$ cat config.mk
export PLATFORM = sky130hd
export DESIGN_NAME = multicycle_ctrl
export DESIGN_NICKNAME = d
export VERILOG_FILES = /design/src/rtl/multicycle_ctrl_pkg.sv /design/src/rtl/multicycle_ctrl_alu_decoder.sv /design/src/rtl/multicycle_ctrl.sv
export SDC_FILE = /design/constraint.sdc
export NUM_CORES = 1
export LEC_CHECK = 0
export CORE_AREA = 5 5 57 59
export CTS_CLUSTER_DIAMETER = 80
export DETAILED_ROUTE_END_ITERATION = 10
export DIE_AREA = 0 0 62 64
export PLACE_DENSITY_LB_ADDON = 0.12
export SLEW_MARGIN = 20
export SYNTH_ARGS = -nofsm -noshare
export SYNTH_HDL_FRONTEND = slang
export SYNTH_SLANG_ARGS = --single-unit
$ cat constraint.sdc
create_clock -name clk -period 3 [get_ports clk]
set_input_delay 0.9 -clock clk [delete_from_list [all_inputs] [get_ports clk]]
set_output_delay 0.9 -clock clk [all_outputs]
set_load 0.02 [all_outputs]
$ cat src/rtl/multicycle_ctrl_pkg.sv
// Shared encodings for the multi-cycle control FSM and its ALU decoder.
// ILLEGAL_INSN_TRAP_EN adds the TRAP state encoding.
package multicycle_ctrl_pkg;

    localparam logic [4:0] ALU_ADD = 5'd0;
    localparam logic [4:0] ALU_SUB = 5'd1;
    localparam logic [4:0] ALU_AND = 5'd2;
    localparam logic [4:0] ALU_OR  = 5'd3;
    localparam logic [4:0] ALU_LUI = 5'd4;
    localparam logic [4:0] ALU_BEQ = 5'd5;
    localparam logic [4:0] ALU_BNE = 5'd6;
    localparam logic [4:0] ALU_BLT = 5'd7;
    localparam logic [4:0] ALU_BGE = 5'd8;

    localparam logic [6:0] OP_RTYPE  = 7'b0110011;
    localparam logic [6:0] OP_IMM    = 7'b0010011;
    localparam logic [6:0] OP_LUI    = 7'b0110111;
    localparam logic [6:0] OP_LOAD   = 7'b0000011;
    localparam logic [6:0] OP_STORE  = 7'b0100011;
    localparam logic [6:0] OP_BRANCH = 7'b1100011;
    localparam logic [6:0] OP_JAL    = 7'b1101111;

    localparam logic [1:0] WB_ALU = 2'd0;
    localparam logic [1:0] WB_MEM = 2'd1;
    localparam logic [1:0] WB_PC4 = 2'd2;

    typedef enum logic [2:0] {
        ST_FETCH     = 3'd0,
        ST_DECODE    = 3'd1,
        ST_EXECUTE   = 3'd2,
        ST_MEM       = 3'd3,
        ST_WRITEBACK = 3'd4
`ifdef ILLEGAL_INSN_TRAP_EN
        , ST_TRAP    = 3'd5
`endif
    } state_t;

    typedef enum logic [2:0] {
        CLS_ALU,
        CLS_LOAD,
        CLS_STORE,
        CLS_BRANCH,
        CLS_JAL,
        CLS_ILLEGAL
    } insn_class_t;

endpackage

$ cat src/rtl/multicycle_ctrl_alu_decoder.sv
// Combinational decode of opcode/funct3/funct7 into ALU function, instruction
// class and an illegal-encoding flag.
module alu_decoder
    import multicycle_ctrl_pkg::*;
#(
    parameter int ALU_FUNC_W = 5
) (
    input  logic [6:0]            opcode,
    input  logic [2:0]            funct3,
    input  logic [6:0]            funct7,
    output logic [ALU_FUNC_W-1:0] alu_func,
    output insn_class_t           cls,
    output logic                  illegal
);

    always_comb begin
        alu_func = ALU_ADD;
        cls      = CLS_ILLEGAL;
        case (opcode)
            OP_RTYPE: begin
                case (funct3)
                    3'b000: begin
                        if (funct7 == 7'b0000000) begin
                            alu_func = ALU_ADD;
                            cls      = CLS_ALU;
                        end else if (funct7 == 7'b0100000) begin
                            alu_func = ALU_SUB;
                            cls      = CLS_ALU;
                        end
                    end
                    3'b111: begin
                        alu_func = ALU_AND;
                        cls      = CLS_ALU;
                    end
                    3'b110: begin
                        alu_func = ALU_OR;
                        cls      = CLS_ALU;
                    end
                    default: ;
                endcase
            end
            OP_IMM: begin
                if (funct3 == 3'b000) begin
                    alu_func = ALU_ADD;
                    cls      = CLS_ALU;
                end
            end
            OP_LUI: begin
                alu_func = ALU_LUI;
                cls      = CLS_ALU;
            end
            OP_LOAD:  cls = CLS_LOAD;
            OP_STORE: cls = CLS_STORE;
            OP_BRANCH: begin
                case (funct3)
                    3'b000: begin alu_func = ALU_BEQ; cls = CLS_BRANCH; end
                    3'b001: begin alu_func = ALU_BNE; cls = CLS_BRANCH; end
                    3'b100: begin alu_func = ALU_BLT; cls = CLS_BRANCH; end
                    3'b101: begin alu_func = ALU_BGE; cls = CLS_BRANCH; end
                    default: ;
                endcase
            end
            OP_JAL: cls = CLS_JAL;
            default: ;
        endcase
    end

    assign illegal = (cls == CLS_ILLEGAL);

endmodule

$ cat src/rtl/multicycle_ctrl.sv
// Main control FSM of the multi-cycle core: fetch, decode, execute, mem, writeback.
// Define ILLEGAL_INSN_TRAP_EN to add the TRAP state and trap output.
module multicycle_ctrl
    import multicycle_ctrl_pkg::*;
#(
    parameter int ALU_FUNC_W = 5,
    parameter int STATE_W    = 3
) (
    input  logic                  clk,
    input  logic                  rst_n,
    input  logic [6:0]            opcode,
    input  logic [2:0]            funct3,
    input  logic [6:0]            funct7,
    input  logic                  branch_taken,
    input  logic                  mem_ack,
    output logic [ALU_FUNC_W-1:0] alu_func,
    output logic                  ir_write,
    output logic                  pc_write,
    output logic                  pc_src,
    output logic                  reg_write,
    output logic [1:0]            wb_sel,
    output logic                  mem_req,
    output logic                  mem_we,
    output logic [STATE_W-1:0]    state,
    output logic                  instr_retired
`ifdef ILLEGAL_INSN_TRAP_EN
    ,
    output logic                  trap
`endif
);

    state_t                  cur_state;
    logic [ALU_FUNC_W-1:0]   dec_alu;
    insn_class_t             cls;
    logic                    illegal;
    logic                    in_exe;
    logic                    fetch_done;
    logic                    mem_done;
    logic                    exe_redirect;
    logic                    exe_retire;

    alu_decoder #(.ALU_FUNC_W(ALU_FUNC_W)) u_dec (
        .opcode   (opcode),
        .funct3   (funct3),
        .funct7   (funct7),
        .alu_func (dec_alu),
        .cls      (cls),
        .illegal  (illegal)
    );

    // mem_req is registered, so the first fetch after reset waits one idle cycle
    always_ff @(posedge clk or negedge rst_n) begin
        if (!rst_n) begin
            cur_state <= ST_FETCH;
            alu_func  <= ALU_ADD;
            mem_req   <= 1'b0;
            mem_we    <= 1'b0;
            wb_sel    <= WB_ALU;
`ifdef ILLEGAL_INSN_TRAP_EN
            trap      <= 1'b0;
`endif
        end else begin
            case (cur_state)
                ST_FETCH: begin
                    if (!mem_req) begin
                        mem_req <= 1'b1;
                    end else if (mem_ack) begin
                        mem_req   <= 1'b0;
                        cur_state <= ST_DECODE;
                    end
                end
                ST_DECODE: begin
                    cur_state <= ST_EXECUTE;
                    alu_func  <= dec_alu;
                    wb_sel    <= (cls == CLS_JAL) ? WB_PC4 : WB_ALU;
                end
                ST_EXECUTE: begin
                    alu_func  <= ALU_ADD;
                    wb_sel    <= WB_ALU;
                    mem_req   <= 1'b1;
                    cur_state <= ST_FETCH;
                    case (cls)
                        CLS_ALU: begin
                            mem_req   <= 1'b0;
                            cur_state <= ST_WRITEBACK;
                        end
                        CLS_LOAD: begin
                            wb_sel    <= WB_MEM;
                            cur_state <= ST_MEM;
                        end
                        CLS_STORE: begin
                            mem_we    <= 1'b1;
                            cur_state <= ST_MEM;
                        end
`ifdef ILLEGAL_INSN_TRAP_EN
                        CLS_ILLEGAL: begin
                            mem_req   <= 1'b0;
                            trap      <= 1'b1;
                            cur_state <= ST_TRAP;
                        end
`endif
                        default: ;
                    endcase
                end
                ST_MEM: begin
                    if (mem_ack) begin
                        // a store retires here and heads straight to the next fetch
                        mem_req   <= mem_we;
                        mem_we    <= 1'b0;
                        cur_state <= mem_we ? ST_FETCH : ST_WRITEBACK;
                    end
                end
                ST_WRITEBACK: begin
                    wb_sel    <= WB_ALU;
                    mem_req   <= 1'b1;
                    cur_state <= ST_FETCH;
                end
`ifdef ILLEGAL_INSN_TRAP_EN
                ST_TRAP: cur_state <= ST_TRAP;
`endif
                default: begin
                    alu_func  <= ALU_ADD;
                    mem_req   <= 1'b0;
                    mem_we    <= 1'b0;
                    wb_sel    <= WB_ALU;
                    cur_state <= ST_FETCH;
                end
            endcase
        end
    end

    assign in_exe       = (cur_state == ST_EXECUTE);
    assign fetch_done   = (cur_state == ST_FETCH) && mem_req && mem_ack;
    assign mem_done     = (cur_state == ST_MEM) && mem_req && mem_ack;
    assign exe_redirect = in_exe && ((cls == CLS_JAL) || ((cls == CLS_BRANCH) && branch_taken));
`ifdef ILLEGAL_INSN_TRAP_EN
    assign exe_retire   = in_exe && ((cls == CLS_BRANCH) || (cls == CLS_JAL));
`else
    assign exe_retire   = in_exe && ((cls == CLS_BRANCH) || (cls == CLS_JAL) || illegal);
`endif

    assign ir_write      = fetch_done;
    assign pc_write      = fetch_done || exe_redirect;
    assign pc_src        = exe_redirect;
    assign reg_write     = (cur_state == ST_WRITEBACK) || (in_exe && (cls == CLS_JAL));
    assign instr_retired = (cur_state == ST_WRITEBACK) || (mem_done && mem_we) || exe_retire;
    assign state         = cur_state;

endmodule
# Word-level counts from Yosys, hierarchy flattened
# Index checks and enable logic that the tools add are counted.
# op_classes
n_eq_ne	26
bitwise	2
n_mux	29
reduce_logical	29
# op_table
operator	count
case mux 5 bit (3 select lines)	2
equality test 7 x 6 -> 1 bit, second input constant	4
two-way mux 3 bit	8
equality test 3 bit, second input constant	7
case mux 3 bit (7 select lines)	1
case mux 4 bit (4 select lines)	1
equality test 7 bit, second input constant	2
equality test 3 x 2 -> 1 bit, second input constant	4
case mux 3 bit (2 select lines)	2
case mux 3 bit (4 select lines)	1
case mux 5 bit (2 select lines)	1
equality test 3 x 1 -> 1 bit, second input constant	3
logical AND 1 bit	9
logical NOT 3 bit	3
two-way mux 1 bit	8
equality test 7 x 2 -> 1 bit, second input constant	1
equality test 7 x 5 -> 1 bit, second input constant	1
logical NOT 7 bit	1
logical OR 1 bit	7
inequality test 2 bit, second input constant	3
case mux 2 bit (3 select lines)	1
AND reduction 3 bit	2
OR reduction 2 bit	3
OR reduction 3 bit	2
8 further kinds	9
# word_totals
elab_cells	91
regBits	12
out_inout_bits	17

# Longest topological paths before layout
# depth
ltp_word	10
ltp_mapped	5

# By module
# From an unflattened synthesis, not the netlist that was laid out.
# unflattened
hier_cells	136
area_unflattened_um2	1073.5
# modules_own_cells
module	n_inst	area_each_um2	cells_each	seq_area_each_um2
multicycle_ctrl	1	748.2	83	300.3
alu_decoder	1	325.3	53	0.0

# Worst setup path after synthesis
# No wires, ideal clock.
# synth_path
kind	input to output
start	input port opcode[2]
end	output port pc_write
t_arrival_ns	2.391
t_required_ns	2.100
stages	5
setup_slack_ns	-0.291
path_buffers	1
path_cell_list	nand4bb_1 buf_2 or3b_4 a2111oi_4 or2_1
# synth_between
elab_chain_len	7
word_cells_on_any_way	14
classes_between	eq/ne: 9; mux: 1; reduce/logical: 4
# synth_rtl
item	line_no	rtl
from (decl)	multicycle_ctrl.sv:11	input logic [6:0] opcode,
equality test 7 bit (tied with other cells)	multicycle_ctrl_alu_decoder.sv:19	case (opcode)
case mux 3 bit (7 select lines) (*)	multicycle_ctrl_alu_decoder.sv:19	
equality test 3 x 2 -> 1 bit	multicycle_ctrl.sv:135	assign exe_redirect = in_exe && ((cls == CLS_JAL) || ((cls == CLS_BRANCH) && branch_taken));
logical AND 1 bit	multicycle_ctrl.sv:135	
logical OR 1 bit (*)	multicycle_ctrl.sv:135	
logical AND 1 bit (*)	multicycle_ctrl.sv:135	
named net pc_src	multicycle_ctrl.sv:19	output logic pc_src,
logical OR 1 bit (*)	multicycle_ctrl.sv:143	assign pc_write = fetch_done || exe_redirect;
to (decl)	multicycle_ctrl.sv:18	output logic pc_write,
# Mark *: on every way through the listed nets, which the timed path passes. The rest lies on a longest branch.

# Final worst setup path
# layout_path
start	input port opcode[3]
end	output port pc_write
# layout_between
elab_chain_len	7
word_cells_on_any_way	14
classes_between	eq/ne: 9; mux: 1; reduce/logical: 4
# layout_rtl
item	line_no
equality test 7 bit (tied with other cells)	multicycle_ctrl_alu_decoder.sv:19
case mux 3 bit (7 select lines) (*)	multicycle_ctrl_alu_decoder.sv:19
equality test 3 x 2 -> 1 bit	multicycle_ctrl.sv:135
logical AND 1 bit	multicycle_ctrl.sv:135
logical OR 1 bit (*)	multicycle_ctrl.sv:135
logical AND 1 bit (*)	multicycle_ctrl.sv:135
logical OR 1 bit (*)	multicycle_ctrl.sv:143
# Mark *: on every way between the ends. The rest lies on a longest branch, timed or not.

==> results.yml <==
drt:
  wirelength_mm: 3.12
  vias: 1150
  drt_iter0_markers: 18
  vias_per_cell: 5.35
  post-route-drc-count: 0
  wl_per_cell_um: 14.5
  antenna_left: 0
  dr.pass1.iters: 4
layout:
  area_growth_pct: 79.2
  antenna_cells: 0
  fin_area_sq_mm: 0.00160
  final_nets: 206
  final_common_cell: "buf_4"
  final_cell_mix: "buf_4 (37), clkdlybuf4s50_1 (14), nand2_1 (12)"
  fill_cells: 255
  drive_gt1_share_pct: 40.2
cts:
  cts-hold-fix-buffers: 0
  ctsLongestPathBuffers: 2
  cts_max_level: 1
  cts_buffers: 3
  cts-root-buf: "clkbuf_4"
  cts_num_sinks: 11
  clkTransAtPathRegs_ps: 70
  cts_tree: "yes"
  clock_latency_ps: 270
synthesis:
  ys_ff_latch: 11
  synth_nets: 134
  ys.flop_type: "dfrtp_1"
  synth_cell_types: 42
  async_flop_share_pct: 100
  netlist_instances: 113
  ys_seq_area_share_pct: 30.9
  synth_edf_count: 0
  yosysWarnings: 0
  syn_avg_cell_area_sq_um: 7.89
  synth_area_sq_um: 892
die:
  die-width_um: 62
  start_util_pct: 33.5
  die_area_sq_mm: 0.00397
  rows: 19
  boundaryPins: 38
  die_y_um: 64
  coreArea_sq_mm: 0.00266
global_route:
  grt_max_degree: 15
  grt_pass1_vias: 1203
  grt_overflow: 0
  antenna_found_initial: 0
  grt.total_usage_pct: 17.1
  grt_pass1_wl_mm: 5.24
placement:
  hpwl_mm: 2.22
  place.gp.congestion: 0.854
  pre_cts_slack_ps: -990
  dpl_cell_area_sq_mm: 0.00145
  port_buffers: 36
power:
  ir_drop_mv: 0.498
  total_power_mw: 0.792
  power_leakage_nw: 0.703
  pwr_density_cell_mw_per_mm2: 495
setup_path:
  crit_path_top_delay_cell: "or3b_4"
  cp_slowest_stage_delay_ps: 400
  cp_num_buf_inv: 2
  critPathTopFamily: "simple AND/OR/NAND/NOR gates"
  cp.arrival_ps: 2190
  cp-start-kind: "primary input"
  cp.required_ps: 2100
  worstSetupEndpointType: "output port"
  critPathMostFrequentCell: "buf_6"
  crit_fanout: 2
  worstPathCellList: "buf_6 -> nand4bb_4 -> or3b_4 -> a2111oi_4 -> or2_4 -> buf_6"
  criticalPathCategory: "in -> out"
sta:
  min_period_ps: 3090
  fmax_mhz: 324
  tightestPinTransition_ps: 504
  max_slew_margin_pct: 66.1
  hold_violations: 0
  setup_slack_ps: -90.3
  rsz0062_at_grt: "yes"
  finalSetupViolations: 2
  layout_worst_path_cycle_share_pct: 103
  skew_ps: 6.92
  final.setup.tns_ps: -126
  final-max-slew-violation-count: 0
min_path:
  min_path_type: "reg -> reg"
status:
  failed_checks: "setup timing"
  status: "finished, violations left"
run:
  maxCapViolations: 0
cells by family (layout without fill, tap and decap cells):
group / Yosys count / in the layout / share of synthesized area (%)
buffers and inverters: 13 / 84 / 6.17
other: 1 / 1 / 0.420
multiplexers: 1 / 1 / 1.12
flip-flops: 11 / 11 / 30.9
AO/OA/AOI/OAI: 34 / 34 / 27.9
XOR/XNOR: 1 / 1 / 0.982
AND/OR/NAND/NOR: 52 / 52 / 32.5
flip-flops by register name, indices dropped and copies added, names as in the netlist:
register  flops
alu_func      4
mem_req       1
mem_we        1
state         3
wb_sel        2
power by group:
part | internal [mW] | total (mW) | switching (mW)
Combinational | 0.208 | 0.483 | 0.275
Sequential | 0.173 | 0.207 | 0.0336
Clock | 0.0515 | 0.102 | 0.0505
Total | 0.432 | 0.792 | 0.359
cell type report:
type	count	area [sq um]	area share (%)
multi-input combinational	89	638	39.9
timing repair buffer	75	602	37.6
sequential	11	275	17.2
tap	31	38.8	2.43
clock buffer	4	26.3	1.64
inverter	5	18.8	1.17
what timing repair did:
item	4_1_cts	5_1_grt
buffers inserted	14	2
pin swaps	13	12
setup endpoints to repair	5	6
cloned	0	0
resized for setup	69	18
metrics by stage:
| stage | hold slack [ps] | util, % | cells |
|---|---|---|---|
| 2_1_floorplan | 581 | - | 113 |
| 3_3_place_gp | 484 | 54.4 | 197 |
| 3_5_place_dp | 479 | 54.4 | 197 |
| 4_1_cts | 500 | 59.0 | 214 |
| 5_1_grt | 549 | 60.1 | 215 |
| 6_report | 489 | 60.1 | 215 |
synth_stat cells, drive strengths merged, types with 2 or more instances:
cell type | number | area (sq um)
a21oi | 8 | 40.0
a22o | 2 | 17.5
a22oi | 2 | 15.0
a31oi | 2 | 12.5
and3b | 4 | 35.0
buf | 4 | 21.3
clkbuf | 4 | 15.0
dfrtp | 11 | 275
inv | 5 | 18.8
nand2 | 12 | 45.0
nand3 | 5 | 25.0
nand3b | 3 | 22.5
nor2 | 8 | 30.0
nor2b | 3 | 18.8
nor3 | 7 | 35.0
nor3b | 2 | 15.0
nor4 | 2 | 12.5
o21ai | 7 | 35.0
worst register-to-register path: stages, from the launching register on:
cell and delay (ps):
dfrtp_1 460, buf_4 220, nor4_1 460, nand3b_1 130
a31oi_1 190
metal layers:
| metal | vias up | track usage, % | share of wire (%) |
|---|---|---|---|
| met5 | - | 0 | 0 |
| met4 | 0 | 2.92 | 0.74 |
| met3 | 4 | 4.43 | 6.6 |
| met2 | 36 | 28.1 | 50 |
| met1 | 549 | 22.3 | 43 |
| li1 | 561 | - | - |
worst paths after layout:
check	slack [ps]	from	to	cells after the start
max	-90	opcode[3]	pc_write	6
min	490	alu_func[2]	alu_func[2]	2
max reg2reg	1470	state[0]	wb_sel[0]	4
min reg2reg	490	alu_func[2]	alu_func[2]	2
max in group asynchronous	1690	rst_n	state[1]	1
min in group asynchronous	960	rst_n	mem_we	1
Note: power is estimated with default switching activity, not from simulation.
